### src/rtl/fp_add_pipe.sv
// Three-stage pipelined floating-point adder/subtractor (round to nearest even,
// subnormals flushed to zero) with valid/ready handshake and global stall.
module fp_add_pipe #(
   parameter int unsigned EXP_W = 8,
   parameter int unsigned MAN_W = 23
) (
   input  logic                 clk,
   input  logic                 reset_n,
   input  logic                 in_valid,
   output logic                 in_ready,
   input  logic [EXP_W+MAN_W:0] operand_1,
   input  logic [EXP_W+MAN_W:0] operand_2,
   input  logic                 op_sub,
   output logic                 out_valid,
   input  logic                 out_ready,
   output logic [EXP_W+MAN_W:0] sum,
   output logic [3:0]           flags
);
   localparam int unsigned W    = 1 + EXP_W + MAN_W;
   localparam int unsigned SW   = MAN_W + 4;
   localparam int unsigned AW   = MAN_W + 5;
   localparam int unsigned XW   = EXP_W + 2;
   localparam int unsigned RW   = MAN_W + 2;
   localparam int unsigned LZ_W = $clog2(SW);

   localparam logic [W-1:0] QNAN = {1'b0, {EXP_W{1'b1}}, 1'b1, {(MAN_W-1){1'b0}}};

   logic stall;
   assign stall    = out_valid && !out_ready;
   assign in_ready = !stall;

   // operand field decode; op_sub folds into operand_2's sign
   logic             sgn_1, sgn_2;
   logic [EXP_W-1:0] exp_1, exp_2;
   logic [MAN_W-1:0] man_1, man_2;
   logic             zero_1, zero_2, inf_1, inf_2, nan_1, nan_2, snan_1, snan_2;

   assign sgn_1  = operand_1[W-1];
   assign exp_1  = operand_1[MAN_W +: EXP_W];
   assign man_1  = operand_1[MAN_W-1:0];
   assign sgn_2  = operand_2[W-1] ^ op_sub;
   assign exp_2  = operand_2[MAN_W +: EXP_W];
   assign man_2  = operand_2[MAN_W-1:0];
   assign zero_1 = (exp_1 == '0);
   assign zero_2 = (exp_2 == '0);
   assign inf_1  = (exp_1 == '1) && (man_1 == '0);
   assign inf_2  = (exp_2 == '1) && (man_2 == '0);
   assign nan_1  = (exp_1 == '1) && (man_1 != '0);
   assign nan_2  = (exp_2 == '1) && (man_2 != '0);
   assign snan_1 = nan_1 && !man_1[MAN_W-1];
   assign snan_2 = nan_2 && !man_2[MAN_W-1];

   // S1: compare magnitudes, swap, align smaller with guard/round/sticky
   logic                   a_swap, a_sub, a_sgn_l, a_sgn_s, a_spec;
   logic [EXP_W+MAN_W-1:0] a_mag_1, a_mag_2;
   logic [EXP_W-1:0]       a_exp_l, a_dist;
   logic [MAN_W:0]         a_sig_1, a_sig_2, a_sig_l, a_sig_s;
   logic [SW-1:0]          a_man_l, a_man_s, a_ext_s, a_mask;
   logic [W-1:0]           a_spec_res;
   logic [3:0]             a_spec_flg;

   always_comb begin
      a_mag_1 = zero_1 ? '0 : {exp_1, man_1};
      a_mag_2 = zero_2 ? '0 : {exp_2, man_2};
      a_sig_1 = zero_1 ? '0 : {1'b1, man_1};
      a_sig_2 = zero_2 ? '0 : {1'b1, man_2};
      a_swap  = a_mag_2 > a_mag_1;
      a_sub   = sgn_1 ^ sgn_2;
      a_sgn_l = a_swap ? sgn_2 : sgn_1;
      a_sgn_s = a_swap ? sgn_1 : sgn_2;
      a_exp_l = a_swap ? exp_2 : exp_1;
      a_dist  = a_swap ? (exp_2 - exp_1) : (exp_1 - exp_2);
      a_sig_l = a_swap ? a_sig_2 : a_sig_1;
      a_sig_s = a_swap ? a_sig_1 : a_sig_2;
      a_man_l = {a_sig_l, 3'b000};
      a_ext_s = {a_sig_s, 3'b000};
      a_mask  = ~({SW{1'b1}} << a_dist);
      if (a_dist >= EXP_W'(MAN_W + 3)) begin
         a_man_s = {{(SW-1){1'b0}}, |a_sig_s};
      end else begin
         a_man_s    = a_ext_s >> a_dist;
         a_man_s[0] = a_man_s[0] | (|(a_ext_s & a_mask));
      end

      a_spec     = 1'b0;
      a_spec_res = '0;
      a_spec_flg = '0;
      if (nan_1 || nan_2) begin
         a_spec     = 1'b1;
         a_spec_res = QNAN;
         a_spec_flg = {snan_1 | snan_2, 3'b000};
      end else if (inf_1 && inf_2) begin
         a_spec = 1'b1;
         if (a_sub) begin
            a_spec_res = QNAN;
            a_spec_flg = 4'b1000;
         end else begin
            a_spec_res = {sgn_1, {EXP_W{1'b1}}, {MAN_W{1'b0}}};
         end
      end else if (inf_1) begin
         a_spec     = 1'b1;
         a_spec_res = {sgn_1, {EXP_W{1'b1}}, {MAN_W{1'b0}}};
      end else if (inf_2) begin
         a_spec     = 1'b1;
         a_spec_res = {sgn_2, {EXP_W{1'b1}}, {MAN_W{1'b0}}};
      end
   end

   logic             s1_valid, s1_sub, s1_sgn_l, s1_sgn_s, s1_spec;
   logic [EXP_W-1:0] s1_exp;
   logic [SW-1:0]    s1_man_l, s1_man_s;
   logic [W-1:0]     s1_spec_res;
   logic [3:0]       s1_spec_flg;

   always_ff @(posedge clk or negedge reset_n) begin
      if (!reset_n) begin
         s1_valid    <= 1'b0;
         s1_sub      <= 1'b0;
         s1_sgn_l    <= 1'b0;
         s1_sgn_s    <= 1'b0;
         s1_spec     <= 1'b0;
         s1_exp      <= '0;
         s1_man_l    <= '0;
         s1_man_s    <= '0;
         s1_spec_res <= '0;
         s1_spec_flg <= '0;
      end else if (!stall) begin
         s1_valid    <= in_valid;
         s1_sub      <= a_sub;
         s1_sgn_l    <= a_sgn_l;
         s1_sgn_s    <= a_sgn_s;
         s1_spec     <= a_spec;
         s1_exp      <= a_exp_l;
         s1_man_l    <= a_man_l;
         s1_man_s    <= a_man_s;
         s1_spec_res <= a_spec_res;
         s1_spec_flg <= a_spec_flg;
      end
   end

   // S2: magnitude add/subtract; larger operand first so the difference is never negative
   logic [AW-1:0] b_man;
   always_comb begin
      b_man = s1_sub ? ({1'b0, s1_man_l} - {1'b0, s1_man_s})
                     : ({1'b0, s1_man_l} + {1'b0, s1_man_s});
   end

   logic             s2_valid, s2_sgn, s2_zsgn, s2_spec;
   logic [EXP_W-1:0] s2_exp;
   logic [AW-1:0]    s2_man;
   logic [W-1:0]     s2_spec_res;
   logic [3:0]       s2_spec_flg;

   always_ff @(posedge clk or negedge reset_n) begin
      if (!reset_n) begin
         s2_valid    <= 1'b0;
         s2_sgn      <= 1'b0;
         s2_zsgn     <= 1'b0;
         s2_spec     <= 1'b0;
         s2_exp      <= '0;
         s2_man      <= '0;
         s2_spec_res <= '0;
         s2_spec_flg <= '0;
      end else if (!stall) begin
         s2_valid    <= s1_valid;
         s2_sgn      <= s1_sgn_l;
         s2_zsgn     <= s1_sgn_l & s1_sgn_s;
         s2_spec     <= s1_spec;
         s2_exp      <= s1_exp;
         s2_man      <= b_man;
         s2_spec_res <= s1_spec_res;
         s2_spec_flg <= s1_spec_flg;
      end
   end

   // S3: normalise, round to nearest even, detect range limits, pack
   logic [LZ_W-1:0]  c_lead, c_shamt;
   logic [SW-1:0]    c_norm;
   logic [XW-1:0]    c_exp;
   logic [MAN_W:0]   c_mant;
   logic [RW-1:0]    c_rnd;
   logic [MAN_W-1:0] c_frac;
   logic             c_g, c_rs, c_inexact, c_ovf, c_unf;
   logic [W-1:0]     c_res;
   logic [3:0]       c_flg;

   always_comb begin
      c_lead = '0;
      for (int i = 0; i < int'(SW); i++) begin
         if (s2_man[i]) c_lead = LZ_W'(i);
      end
      c_shamt = '0;
      c_exp   = XW'(s2_exp);
      if (s2_man[AW-1]) begin
         c_norm = s2_man[AW-1:1] | SW'(s2_man[0]);
         c_exp  = c_exp + XW'(1);
      end else begin
         c_shamt = LZ_W'(SW - 1) - c_lead;
         c_norm  = s2_man[SW-1:0] << c_shamt;
         c_exp   = c_exp - XW'(c_shamt);
      end
      c_mant    = c_norm[SW-1:3];
      c_g       = c_norm[2];
      c_rs      = |c_norm[1:0];
      c_inexact = c_g | c_rs;
      c_rnd     = {1'b0, c_mant} + RW'(c_g & (c_rs | c_mant[0]));
      c_frac    = c_rnd[MAN_W-1:0];
      if (c_rnd[MAN_W+1]) begin
         c_exp  = c_exp + XW'(1);
         c_frac = c_rnd[MAN_W:1];
      end
      c_ovf = !c_exp[XW-1] && (c_exp >= XW'({EXP_W{1'b1}}));
      c_unf = c_exp[XW-1] || (c_exp == '0);

      c_res = {s2_sgn, c_exp[EXP_W-1:0], c_frac};
      c_flg = {3'b000, c_inexact};
      if (s2_spec) begin
         c_res = s2_spec_res;
         c_flg = s2_spec_flg;
      end else if (s2_man == '0) begin
         c_res = {s2_zsgn, {(W-1){1'b0}}};
         c_flg = 4'b0000;
      end else if (c_ovf) begin
         c_res = {s2_sgn, {EXP_W{1'b1}}, {MAN_W{1'b0}}};
         c_flg = 4'b0101;
      end else if (c_unf) begin
         c_res = {s2_sgn, {(W-1){1'b0}}};
         c_flg = 4'b0011;
      end
   end

   always_ff @(posedge clk or negedge reset_n) begin
      if (!reset_n) begin
         out_valid <= 1'b0;
         sum       <= '0;
         flags     <= '0;
      end else if (!stall) begin
         out_valid <= s2_valid;
         if (s2_valid) begin
            sum   <= c_res;
            flags <= c_flg;
         end
      end
   end

endmodule

### config.mk
export PLATFORM = sky130hd
export DESIGN_NAME = fp_add_pipe
export DESIGN_NICKNAME = d
export VERILOG_FILES = /design/src/rtl/fp_add_pipe.sv
export SDC_FILE = /design/constraint.sdc
export NUM_CORES = 1
export LEC_CHECK = 0
export CORE_UTILIZATION = 45
export DETAILED_ROUTE_END_ITERATION = 8
export HOLD_SLACK_MARGIN = 0.08
export SKIP_CTS_REPAIR_TIMING = 1
export SLEW_MARGIN = 10
export SYNTH_ARGS = -nofsm -noshare
export SYNTH_HDL_FRONTEND = slang
export SYNTH_SLANG_ARGS = --single-unit
### constraint.sdc
create_clock -name clk -period 8.2 [get_ports clk]
set_input_delay 0.82 -clock clk [delete_from_list [all_inputs] [get_ports clk]]
set_output_delay 0.82 -clock clk [all_outputs]
set_load 0.05 [all_outputs]
==> run summary <==
H-tree depth: 4
Slew @ Worst Pin: 1.21 ns
drt wl/cell: 21.6 um
final net count: 2,363
clock slew at reported path FFs: 0.06 ns
Crit. End Element: register
Synth Net Count: 2,358
Post-synth ARST share: 1.00
startpoint types: register
Worst Skew: 0.0105 ns
Synth cell types: 99
Top FF cell, synth: dfrtp_1
antenna violations before repair: 0
largest net degree at the start of global routing: 98
commonest cells after routing, fill and taps aside: nand2_1 (339), nor2_1 (181), o21ai_0 (165)
Final setup viols: 0
drc violations: 0
Clock Tree Buf Depth: 2
Max Cap Viol: 0
Worst path slowest cell: a211oi_1
dpl ws: 0.940 ns
first-pass GRT wire length: 89,500 um
Detailed Routing Iterations Pass 1: 6
maximum clock frequency: 142 MHz
Tcrit/Tclk final: 0.860
core area: 35,500 um2
final hold vios: 0
Die H: 192 um
Total Power: 0.00752 W
Num CTS Buffers: 17
sequential fraction of the synthesis area: 0.228
Post-synth EDFFs: 0
CTS tree: built
Starting Density: 0.456
vias per std cell: 6.26
vias after detailed routing: 16,642
final worst setup slack: 1.15 ns
max-slew violations: 0
Post-Syn Area per Cell: 7.41 um2
cells along the critical path: nor4_1 -> o21ai_1 -> buf_4 -> nand2_1 -> inv_1 -> buf_4 -> ha_1 -> buf_4 -> mux2i_1 -> and3_1 -> a2111oi_0 -> a221o_1 -> o211ai_1 -> a211oi_1 -> and4b_1 -> and4_4 -> nand2_4 -> o31ai_4 -> o2111ai_1 -> o31ai_1
commonest non-fill, non-tap cell in the layout: nand2_1
synth warn: 0
synthesized instance count: 2,181
P per Cell Area: 417 nW/um2
delay of the slowest critical-path stage: 0.72 ns
num rows: 69
PortBufs: 106
Fin Hold WS: 0.380 ns
total die area: 36,700 um2
drt total wl: 57,500 um
Hold Crit Class: in2async
CTS root buf: clkbuf_16
RSZ-0062 raised after global routing: false
FF+latch count, synth: 147
share of cells above drive strength 1: 0.0701
Clk Latency, worst-skew pair: 0.44 ns
leakage: 7.78 nW
Diodes inserted: 0
WP data arrival: 7.40 ns
layout overhead on the synthesized area: 11.5%
antenna viol nets, final: 0
clock sinks: 147
type of the worst setup path: reg2reg
status: complete, no violations
initial DRC count: 1,620
I/O pins: 107
GR Overflow Total: 0
GPL Wtd Cong: 0.986
max_slew headroom: 0.171
largest vdd supply drop: 0.386 mV
CP max FO: 34
Detail Placement HPWL: 43,500 um
Total GRT Usage: 0.316
min cycle time layout: 7.05 ns
CP required: 8.55 ns
Most common cell on crit path: buf_4
Die W: 192 um
Final Util: 0.508
vias in the first global route: 15,547
Post-Syn Area: 16,200 um2
setup_tns: 0 ns
[area by class of cell]
| type | instances | area [um2] |
|---|---|---|
| fillers | 3554 | 17500 |
| repair buffers | 146 | 1360 |
| multi-input cells | 1747 | 11400 |
| inverters | 127 | 477 |
| clock inverters | 12 | 110 |
| clock buffers | 19 | 433 |
| well taps | 461 | 577 |
| flip-flops and latches | 147 | 3680 |
[power by group]
| part | switching (W) | leakage, nW | internal, W | total (W) |
|---|---|---|---|---|
| clock | 0.000330 | 0.244 | 0.000415 | 0.000745 |
| combinational | 0.00347 | 5.69 | 0.00199 | 0.00546 |
| sequential | 0.000350 | 1.85 | 0.000961 | 0.00131 |
[synth_stat cells (all sizes together), types with 36 or more instances]
library cell    n  area [um2]
nand2         342        1310
nor2          181         679
o21ai         169         861
a21oi         150         751
dfrtp         147        3680
clkbuf        130         488
inv           125         469
ha            104        1300
mux2i          75         751
nand3          73         365
nor3           56         292
xnor2          43         377
a31oi          41         257
nand4          36         225
o31ai          36         289
[critical path, delay by kind of cell, from the launching register on]
kind                     cells  cell delay (ns)
AO/OA/AOI/OAI                8             2.87
AND/OR/NAND/NOR              6             1.87
buffers and inverters        4             0.94
flip-flops                   1             0.62
adder cells (fa/ha/maj)      1             0.49
multiplexers                 1             0.13
[path summary, 6_finish.rpt]
path | start | to | slack, ns | cells after the start
max | s2_man[11] | sum[0] | 1.15 | 20
min | reset_n | s2_man[14] | 0.38 | 1
max reg2reg | s2_man[11] | sum[0] | 1.15 | 20
min reg2reg | s2_sgn | s2_sgn | 0.47 | 2
max in group asynchronous | reset_n | sum[11] | 6.37 | 2
min in group clk | s2_sgn | s2_sgn | 0.47 | 2
[per-layer routing]
| layer | part of all wire | global-route usage | vias to the layer above |
|---|---|---|---|
| met5 | 0 | 0 | - |
| met4 | 0.034 | 0.116 | 0 |
| met3 | 0.056 | 0.0369 | 116 |
| met2 | 0.47 | 0.516 | 633 |
| met1 | 0.44 | 0.427 | 7972 |
| li1 | - | - | 7921 |
[cell families after synthesis]
logic type / after synthesis / synth area share
compound gates: 636 / 0.261
xor+xnor: 68 / 0.0368
fa+ha+maj: 108 / 0.0855
buf+inv: 287 / 0.0708
flops: 147 / 0.228
mux: 116 / 0.0862
simple gates: 819 / 0.232
[metrics by stage]
step	cell area, um2	std cells
CTS	18000	2659
finish	18000	2659
floorplan	16200	2181
global route	18000	2659
global placement	17500	2628
detailed placement	17500	2628
[registers in the layout (all words and copies together), names as in the netlist, 2 cells and up]
register,cells
flags,4
s2_exp,8
s1_man_l,24
sum,32
s1_exp,8
s2_man,28
s1_man_s,27
s2_spec_res,2
s1_spec_res,2
Note: power is estimated with default switching activity, not from simulation.
